$ cat config.mk
export PLATFORM = sky130hd
export DESIGN_NAME = slip_hdr_scheduler
export DESIGN_NICKNAME = d
export VERILOG_FILES = /design/src/rtl/slip_hdr_scheduler.sv
export SDC_FILE = /design/constraint.sdc
export NUM_CORES = 1
export LEC_CHECK = 0
export ABC_AREA = 0
export CAP_MARGIN = 20
export CORE_ASPECT_RATIO = 0.8
export CORE_MARGIN = 4
export CORE_UTILIZATION = 48
export CTS_BUF_LIST = sky130_fd_sc_hd__clkbuf_2
export CTS_CLUSTER_DIAMETER = 60
export DETAILED_ROUTE_END_ITERATION = 6
export HOLD_SLACK_MARGIN = 0.06
export PLACE_DENSITY = 0.95
export SLEW_MARGIN = 15
export SYNTH_ARGS = -nofsm -noshare
export SYNTH_HDL_FRONTEND = slang
export SYNTH_SLANG_ARGS = --single-unit
$ cat constraint.sdc
create_clock -name clk -period 6.25 [get_ports clk]
set_clock_uncertainty 0.1 [all_clocks]
set_input_delay 1.25 -clock clk [delete_from_list [all_inputs] [get_ports clk]]
set_output_delay 1.25 -clock clk [all_outputs]
set_load 0.03 [all_outputs]
$ cat src/rtl/slip_hdr_scheduler.sv
// Round-robin arbiter that latches one requester's header and serializes it onto the SLIP framer header port.
// Optional periodic null keepalive headers are enabled by defining SLIP_HDR_SCHED_KEEPALIVE_EN.
module slip_hdr_scheduler #(
  parameter int SYMBOL_WIDTH     = 8,
  parameter int NUM_SRC          = 4,
  parameter int MAX_LEN          = 4,
  parameter int LEN_WIDTH        = 3,
  parameter int ID_WIDTH         = 2,
  parameter int KEEPALIVE_CYCLES = 1000,
  parameter int CNT_WIDTH        = 16
) (
  input  logic                                    clk,
  input  logic                                    rst,
  input  logic [NUM_SRC*MAX_LEN*SYMBOL_WIDTH-1:0] i_req_data,
  input  logic [NUM_SRC*LEN_WIDTH-1:0]            i_req_len,
  input  logic [NUM_SRC-1:0]                      i_req_valid,
  output logic [NUM_SRC-1:0]                      o_req_ready,
  output logic [SYMBOL_WIDTH-1:0]                 o_hdr_data,
  output logic                                    o_hdr_null,
  output logic                                    o_hdr_last,
  output logic                                    o_hdr_valid,
  input  logic                                    i_hdr_ready,
  output logic                                    o_busy,
  output logic [ID_WIDTH-1:0]                     o_grant_id
);

  localparam int HDR_W = MAX_LEN * SYMBOL_WIDTH;
  localparam int PW    = ID_WIDTH + 1;
  localparam logic [LEN_WIDTH-1:0] MAX_LEN_L = LEN_WIDTH'(MAX_LEN);
  localparam logic [ID_WIDTH-1:0]  LAST_ID   = ID_WIDTH'(NUM_SRC - 1);

  if (NUM_SRC < 1 || MAX_LEN < 1 || KEEPALIVE_CYCLES < 1 || CNT_WIDTH < 1 ||
      (1 << LEN_WIDTH) <= MAX_LEN || (1 << ID_WIDTH) < NUM_SRC) begin : g_param_check
    $error("slip_hdr_scheduler: inconsistent parameters");
  end

  typedef enum logic [0:0] {
    ST_IDLE = 1'b0,
    ST_SEND = 1'b1
  } state_t;

  state_t                 state_q, state_d;
  logic [ID_WIDTH-1:0]    ptr_q, ptr_d;
  logic [ID_WIDTH-1:0]    grant_q, grant_d;
  logic [LEN_WIDTH-1:0]   idx_q, idx_d;
  logic [LEN_WIDTH-1:0]   len_q, len_d;
  logic [HDR_W-1:0]       hdr_q, hdr_d;
  logic [SYMBOL_WIDTH-1:0] data_q, data_d;
  logic                   null_q, null_d;
  logic                   last_q, last_d;
  logic                   valid_q, valid_d;

  logic                    req_any_s;
  logic [ID_WIDTH-1:0]     gnt_s;
  logic [HDR_W-1:0]        sel_hdr_s;
  logic [LEN_WIDTH-1:0]    sel_len_s;
  logic [LEN_WIDTH-1:0]    nidx_s;
  logic [SYMBOL_WIDTH-1:0] nxt_sym_s;
  logic [ID_WIDTH-1:0]     ptr_nxt_s;
  logic                    xfer_s;

`ifdef SLIP_HDR_SCHED_KEEPALIVE_EN
  localparam logic [CNT_WIDTH-1:0] KA_MAX = CNT_WIDTH'(KEEPALIVE_CYCLES - 1);
  logic [CNT_WIDTH-1:0] ka_cnt_q, ka_cnt_d;
  logic                 ka_q, ka_d;
`endif

  // Round-robin search: first requesting source at or after the pointer, with wrap
  always_comb begin
    logic [PW-1:0] cand;
    logic          hit;
    req_any_s = 1'b0;
    gnt_s     = '0;
    cand      = '0;
    hit       = 1'b0;
    for (int i = NUM_SRC - 1; i >= 0; i--) begin
      cand = {1'b0, ptr_q} + PW'(i);
      cand = (cand >= PW'(NUM_SRC)) ? cand - PW'(NUM_SRC) : cand;
      for (int s = 0; s < NUM_SRC; s++) begin
        hit       = (cand == PW'(s)) && i_req_valid[s];
        req_any_s = req_any_s | hit;
        gnt_s     = hit ? ID_WIDTH'(s) : gnt_s;
      end
    end
  end

  // Granted slice mux, length clamp, next-symbol select and handshake outputs
  always_comb begin
    logic [LEN_WIDTH-1:0] raw_len;
    sel_hdr_s = '0;
    raw_len   = '0;
    for (int s = 0; s < NUM_SRC; s++) begin
      sel_hdr_s = (gnt_s == ID_WIDTH'(s)) ? i_req_data[s*HDR_W +: HDR_W] : sel_hdr_s;
      raw_len   = (gnt_s == ID_WIDTH'(s)) ? i_req_len[s*LEN_WIDTH +: LEN_WIDTH] : raw_len;
    end
    sel_len_s = (raw_len > MAX_LEN_L) ? MAX_LEN_L : raw_len;
    nidx_s    = idx_q + LEN_WIDTH'(1);
    nxt_sym_s = '0;
    for (int k = 0; k < MAX_LEN; k++) begin
      nxt_sym_s = (nidx_s == LEN_WIDTH'(k)) ? hdr_q[k*SYMBOL_WIDTH +: SYMBOL_WIDTH] : nxt_sym_s;
    end
    o_req_ready = '0;
    for (int s = 0; s < NUM_SRC; s++) begin
      o_req_ready[s] = (state_q == ST_IDLE) && req_any_s && (gnt_s == ID_WIDTH'(s));
    end
    ptr_nxt_s = (grant_q == LAST_ID) ? '0 : grant_q + ID_WIDTH'(1);
    xfer_s    = valid_q & i_hdr_ready;
  end

  // Next-state logic; output symbols are prepared one cycle ahead so the o_hdr_* pins come straight from flops
  always_comb begin
    state_d = state_q;
    ptr_d   = ptr_q;
    grant_d = grant_q;
    idx_d   = idx_q;
    len_d   = len_q;
    hdr_d   = hdr_q;
    data_d  = data_q;
    null_d  = null_q;
    last_d  = last_q;
    valid_d = valid_q;
`ifdef SLIP_HDR_SCHED_KEEPALIVE_EN
    ka_cnt_d = ka_cnt_q;
    ka_d     = ka_q;
`endif
    case (state_q)
      ST_IDLE: begin
        if (req_any_s) begin
          state_d = ST_SEND;
          grant_d = gnt_s;
          idx_d   = '0;
          len_d   = sel_len_s;
          hdr_d   = sel_hdr_s;
          valid_d = 1'b1;
          null_d  = (sel_len_s == '0);
          last_d  = (sel_len_s == LEN_WIDTH'(1));
          data_d  = (sel_len_s == '0) ? '0 : sel_hdr_s[SYMBOL_WIDTH-1:0];
`ifdef SLIP_HDR_SCHED_KEEPALIVE_EN
          ka_cnt_d = '0;
          ka_d     = 1'b0;
        end else if (ka_cnt_q == KA_MAX) begin
          // Keepalive: a null header that leaves grant id and pointer untouched
          state_d = ST_SEND;
          idx_d   = '0;
          len_d   = '0;
          valid_d = 1'b1;
          null_d  = 1'b1;
          last_d  = 1'b0;
          data_d  = '0;
          ka_d    = 1'b1;
        end else begin
          ka_cnt_d = ka_cnt_q + CNT_WIDTH'(1);
        end
`else
        end else begin
          state_d = ST_IDLE;
        end
`endif
      end
      ST_SEND: begin
        if (xfer_s && (null_q || last_q)) begin
          state_d = ST_IDLE;
          valid_d = 1'b0;
          null_d  = 1'b0;
          last_d  = 1'b0;
          data_d  = '0;
          idx_d   = '0;
`ifdef SLIP_HDR_SCHED_KEEPALIVE_EN
          ka_cnt_d = '0;
          ka_d     = 1'b0;
          ptr_d    = ka_q ? ptr_q : ptr_nxt_s;
`else
          ptr_d    = ptr_nxt_s;
`endif
        end else if (xfer_s) begin
          idx_d  = nidx_s;
          data_d = nxt_sym_s;
          last_d = (nidx_s == len_q - LEN_WIDTH'(1));
        end else begin
          state_d = ST_SEND;
        end
      end
      default: begin
        state_d = ST_IDLE;
        valid_d = 1'b0;
        null_d  = 1'b0;
        last_d  = 1'b0;
        data_d  = '0;
      end
    endcase
  end

  // State and datapath registers
  always_ff @(posedge clk or posedge rst) begin
    if (rst) begin
      state_q <= ST_IDLE;
      ptr_q   <= '0;
      grant_q <= '0;
      idx_q   <= '0;
      len_q   <= '0;
      hdr_q   <= '0;
      data_q  <= '0;
      null_q  <= 1'b0;
      last_q  <= 1'b0;
      valid_q <= 1'b0;
    end else begin
      state_q <= state_d;
      ptr_q   <= ptr_d;
      grant_q <= grant_d;
      idx_q   <= idx_d;
      len_q   <= len_d;
      hdr_q   <= hdr_d;
      data_q  <= data_d;
      null_q  <= null_d;
      last_q  <= last_d;
      valid_q <= valid_d;
    end
  end

`ifdef SLIP_HDR_SCHED_KEEPALIVE_EN
  // Keepalive idle counter and in-flight flag
  always_ff @(posedge clk or posedge rst) begin
    if (rst) begin
      ka_cnt_q <= '0;
      ka_q     <= 1'b0;
    end else begin
      ka_cnt_q <= ka_cnt_d;
      ka_q     <= ka_d;
    end
  end
`endif

  assign o_hdr_data  = data_q;
  assign o_hdr_null  = null_q;
  assign o_hdr_last  = last_q;
  assign o_hdr_valid = valid_q;
  assign o_busy      = (state_q == ST_SEND);
  assign o_grant_id  = grant_q;

endmodule

# Word level (Yosys, flattened, before mapping)
# Cells that the tools add are included.
[totals]
reg_bits = 54
inputBits = 147
out_inout_bits = 18
wordCells = 154
[classes]
addsub = 10
magnitude_cmp = 5
n_eq_ne = 24
muxes = 54
bitwise = 17
reduce_logical = 34
[ops]
columns = ["operator", "count"]
rows = [
  ["$mux 32", 4],
  ["$mux 8", 8],
  ["$mux 3", 12],
  ["$eq 3x2->1 const B", 10],
  ["$mux 2", 15],
  ["$logic_and 1x1->1", 22],
  ["$eq 3x1->1 const B", 6],
  ["$logic_not 3->1", 6],
  ["$pmux 8 s2", 1],
  ["$or 1x1->1", 15],
  ["$ge 3x3->1 const B", 3],
  ["$mux 1", 9],
  ["$sub 3x3->3 const B", 3],
  ["$pmux 1 s2", 4],
  ["$reduce_and 2->1", 4],
  ["$add 2x2->3 const B", 2],
  ["$eq 2x2->1 const B", 3],
  ["$pmux 3 s2", 1],
  ["$add 2x1->3 const B", 1],
  ["$add 3x1->3 const B", 1],
  ["$eq 3x3->1", 1],
  ["$ge 2x3->1 const B", 1],
  ["$gt 3x3->1 const B", 1],
  ["$ne 3x1->1 const B", 1],
  ["other kinds (10)", 10],
]

# Logic depth before layout (Yosys ltp)
[depth]
depth_word = 31
ltp_mapped = 10
mapped_depth_nobuf = 8

# Least setup slack after synthesis
# Ideal clock, no wire load.
[synth_path]
path_type = "input-to-output"
start = "in i_req_valid[1]"
end = "out o_req_ready[0]"
arrival_ps = 2887
required_ps = 4900
setup_slack_ps = 2013
path_stages = 7
path_buffers = 4
path_cell_list = "or2_1 > clkbuf_2 > and3_1 > buf_6 > buf_4 > buf_2 > nor3_1"
[synth_via]
elab_chain_len = 18
word_cells_on_any_way = 37
classes_between = "mux (15); bitwise (15); reduce/logical (7)"
[synth_lines]
columns = ["item", "line", "text"]
rows = [
  ["start: declaration", "16", "input logic [NUM_SRC-1:0] i_req_valid,"],
  ["$logic_and 1x1->1", "80", "hit = (cand == PW'(s)) && i_req_valid[s];"],
  ["$mux 1 or $or 1x1->1 (tied branches)", "82, 81", ""],
  ["$mux 2 or $or 1x1->1 (tied branches) (14 in series)", "82, 81", ""],
  ["$logic_not 2->1 or $logic_and 1x1->1 (tied branches)", "104", "o_req_ready[s] = (state_q == ST_IDLE) && req_any_s && (gnt_s == ID_WIDTH'(s));"],
  ["$logic_and 1x1->1 *", "104", ""],
  ["end: declaration", "17", "output logic [NUM_SRC-1:0] o_req_ready,"],
]
# Mark *: on every way between the ends. The rest lies on a longest branch, timed or not.

# Worst setup path in the final report
[layout_path]
start = "in i_req_valid[3]"
end = "out o_req_ready[1]"
[layout_via]
elab_chain_len = 16
word_cells_on_any_way = 33
classes_between = "eq/ne (1); mux (13); bitwise (13); reduce/logical (6)"
[layout_lines]
columns = ["item", "line"]
rows = [
  ["$logic_and 1x1->1", "80"],
  ["$mux 2 or $or 1x1->1 (tied branches) (13 in series)", "82, 81"],
  ["$eq 2x1->1 or $logic_and 1x1->1 (tied branches)", "104"],
  ["$logic_and 1x1->1 *", "104"],
]
# Marks and branches as above.

==> impl_results.md <==
- CP arrival: 3.94 ns
- Slowest cell on the critical path: clkdlybuf4s50_1
- Post-synthesis xor/xnor area fraction: 0.8903%
- Layout cell share with drive strength beyond 1: 11.57%
- Largest net degree at the start of global routing: 69
- Cell chain of the critical path: clkdlybuf4s50_1 > or2_1 > nand3_1 > nor3_1 > clkdlybuf4s50_1
- Syn Inst Count: 434
- Distinct cells, synth: 57
- Via Count: 4119
- Asr flop ratio synth: 100.0%
- CORE AREA: 0.007946 mm^2
- Gr busiest metal: met2
- Critical Path RT: 4.90 ns
- Final period utilization: 84.67%
- CTS tree: built
- Reg2Reg Setup Slack: 3.20 ns
- Critical path's top delay family: simple AND/OR/NAND/NOR gates
- DP Area: 0.005575 mm^2
- Filler cell count: 594
- Final critical-path required period: 5.292 ns
- Worst Path Max Fanout: 19
- Final weighted congestion in routability-driven placement: 0.9456
- Synth Area in Simple Gates: 15.29%
- WL per Instance: 19.06 um
- Routed Wire Length: 13090 um
- Io pins: 165
- Max-slew violation count: 0
- EDFF count, synth: 0
- Startpoint types: primary input
- Syn Area/Cell: 9.067 um^2
- Setup Crit Path Kind: in2out
- Rows: 29
- Most common cell after layout, fill and taps aside: clkdlybuf4s50_1
- Sum of negative setup slack: 0 ns
- Max Buffers Root-to-Sink: 2
- Post-CTS Setup Bufs: 0
- Vias in the first global route: 4029
- Grt met1 use: 34.45%
- Largest family of logic cells by synthesized area: compound AO/OA/AOI/OAI gates
- Footprint of the multi-input gates: 0.002312 mm^2
- Post-synthesis compound-gate area fraction: 31.10%
- Chip height: 88.99 um
- GR Layer Usage met3: 4.621%
- GR Overflow Total: 0
- Yosys warning count: 0
- Largest stage delay, worst path: 0.73 ns
- Hold crit path type: reg2reg
- PwrDens: 421.2 mW/mm^2
- CTS resizes: 0
- Post-Synthesis Net Count: 588
- Max-cap violations: 0
- Dpl hpwl: 10050 um
- Area grow syn2layout: 43.72%
- Cts hold-fix bufs: 0
- Most frequent cells in the layout: clkdlybuf4s50_1, dfrtp_1, nand2_1
- Met2 global-route usage: 42.92%
- Ys flop type: dfrtp_1
- Antenna cells: 0
- #FFs+latches synth: 54
- Initial antenna violation count: 0
- Post-route ant nets: 0
- Sequential share of the synthesized area: 34.34%
- Tightest Pin Transition: 0.6790 ns
- H-Tree Depth: 2
- Area share of fa/ha/maj cells after synthesis: 2.226%
- Initial DRC Count: 257
- Drt drc: 0
- Final Hold Fails: 0
- Achievable Freq: 189.0 MHz
- Outcome: finished clean
- Max_slew headroom: 54.62%
- Root Driver: clkbuf_2
- Nets: 732
- Post-Syn Area: 0.003935 mm^2
- Sink Count: 54
- Die Area: 0.009720 mm^2
- Die Wd: 109.2 um
- Clock Latency Late Sink: 0.48 ns
- Vias per inst: 5.996
- First-pass GRT wire length: 19910 um
- CP bufs+invs: 2
- CP most frequent cell: clkdlybuf4s50_1
- Lkg Pwr: 2.285 nW
- Final instance area: 0.005655 mm^2
- DRT Pass-1 Iters: 5
- Post-synthesis mux area share: 9.189%
- FF+latch area: 0.001351 mm^2
- Starting Density: 49.52%
- TritonCTS Buffers: 5
- Total track usage: 25.94%
- VDD IR max: 197.8 uV
- Worst-path clk slew: 0.27 ns
- RSZ-0062 raised after global routing: no
- Final setup violation count: 0
- Crit. End Element: primary output
- I/O Buffers: 164
area by class of cell:
class                           count  area share (%)
Multi-Input combinational cell    321           40.89
Timing Repair Buffer              170           29.82
Sequential cell                    54           23.89
Tap cell                          108           2.389
Inverter                           26           1.726
Clock inverter                      3          0.8407
Clock buffer                        5          0.4425
sequential cells by signal, summed over array words and instances, names as in the netlist:
signal / cells
hdr_q: 32
o_hdr_data: 8
o_busy: 1
o_hdr_last: 1
o_hdr_null: 1
ptr_q: 2
o_grant_id: 2
idx_q: 3
o_hdr_valid: 1
len_q: 3
worst min-delay path, stage by stage, from the launching register on:
cell     delay (ns)
dfrtp_1        0.41
nand2_1        0.05
o31ai_1        0.05
synth_stat cells, types with 2 or more instances:
library cell  instances  share of area [%]
a21o_1                2               0.38
nor2_1               13                1.2
buf_6                 5                1.4
o21ai_4               2               0.83
a21oi_1              19                2.4
o21ai_0              13                1.7
o21ai_1               4               0.51
xnor2_1               3               0.67
mux2i_1               8                2.0
inv_1                25                2.4
o22ai_1              25                4.0
dfrtp_1              54                 34
a311oi_1              8                1.8
nand3_2               3               0.76
nor3_1               11                1.4
o31a_1                7                1.6
o21a_1                2               0.38
nand3_1              12                1.5
clkbuf_1             19                1.8
a22oi_1              12                2.3
nor2b_2               2               0.45
o31ai_1              20                3.8
mux2_2               25                7.2
buf_2                 5               0.64
a31oi_1              24                3.8
nand2b_1              9                1.4
nand2_1              35                3.3
a211oi_1             15                2.9
and3b_1               8                1.8
ha_1                  7                2.2
buf_4                 2               0.38
a211oi_4              2                1.0
or3b_2                8                1.8
and2_1                2               0.32
power breakdown:
group | total, mW | leakage (nW) | switching [mW] | internal, mW
Clock | 0.189 | 0.0436 | 0.119 | 0.0700
Sequential | 0.643 | 0.653 | 0.124 | 0.519
Combinational | 1.55 | 1.59 | 0.881 | 0.669
routing by layer:
layer	wire length, um	vias up	part of all wire, %
met4	335	0	2.6
met3	1106	30	8.4
met5	0	-	0
li1	-	1929	-
met1	5573	1942	43
met2	6078	218	46
per-stage QoR:
stage	instances	hold WS (ns)	worst slack [ns]	power [mW]	utilization, %
final	687	0.4205	0.9584	2.382	71.17
after global routing	687	0.4448	0.8038	2.549	71.17
after CTS	686	0.4195	1.058	2.362	71.08
after detailed placement	678	0.3619	1.080	2.174	70.16
after global placement	678	0.3623	1.169	2.108	70.16
after floorplan	434	0.3398	2.013	1.739	-
path summary, 6_finish.rpt:
check | from | end | depth (start not counted)
setup / recovery | i_req_valid[3] | o_req_ready[1] | 5
hold / removal | hdr_q[26] | hdr_q[26] | 2
setup reg to reg | ptr_q[0] | hdr_q[11] | 7
hold reg to reg | hdr_q[26] | hdr_q[26] | 2
max in group asynchronous | rst | hdr_q[2] | 3
min in group asynchronous | rst | hdr_q[27] | 3
logic make-up (layout without fill, tap and decap cells):
logic type | Yosys count | count (layout)
buffers and inverters | 59 | 204
AND/OR/NAND/NOR | 109 | 109
adder cells (fa/ha/maj) | 7 | 7
XOR/XNOR | 4 | 4
AO/OA/AOI/OAI | 168 | 168
multiplexers | 33 | 33
flip-flops | 54 | 54
No activity file was read; power rests on OpenSTA's default activity.
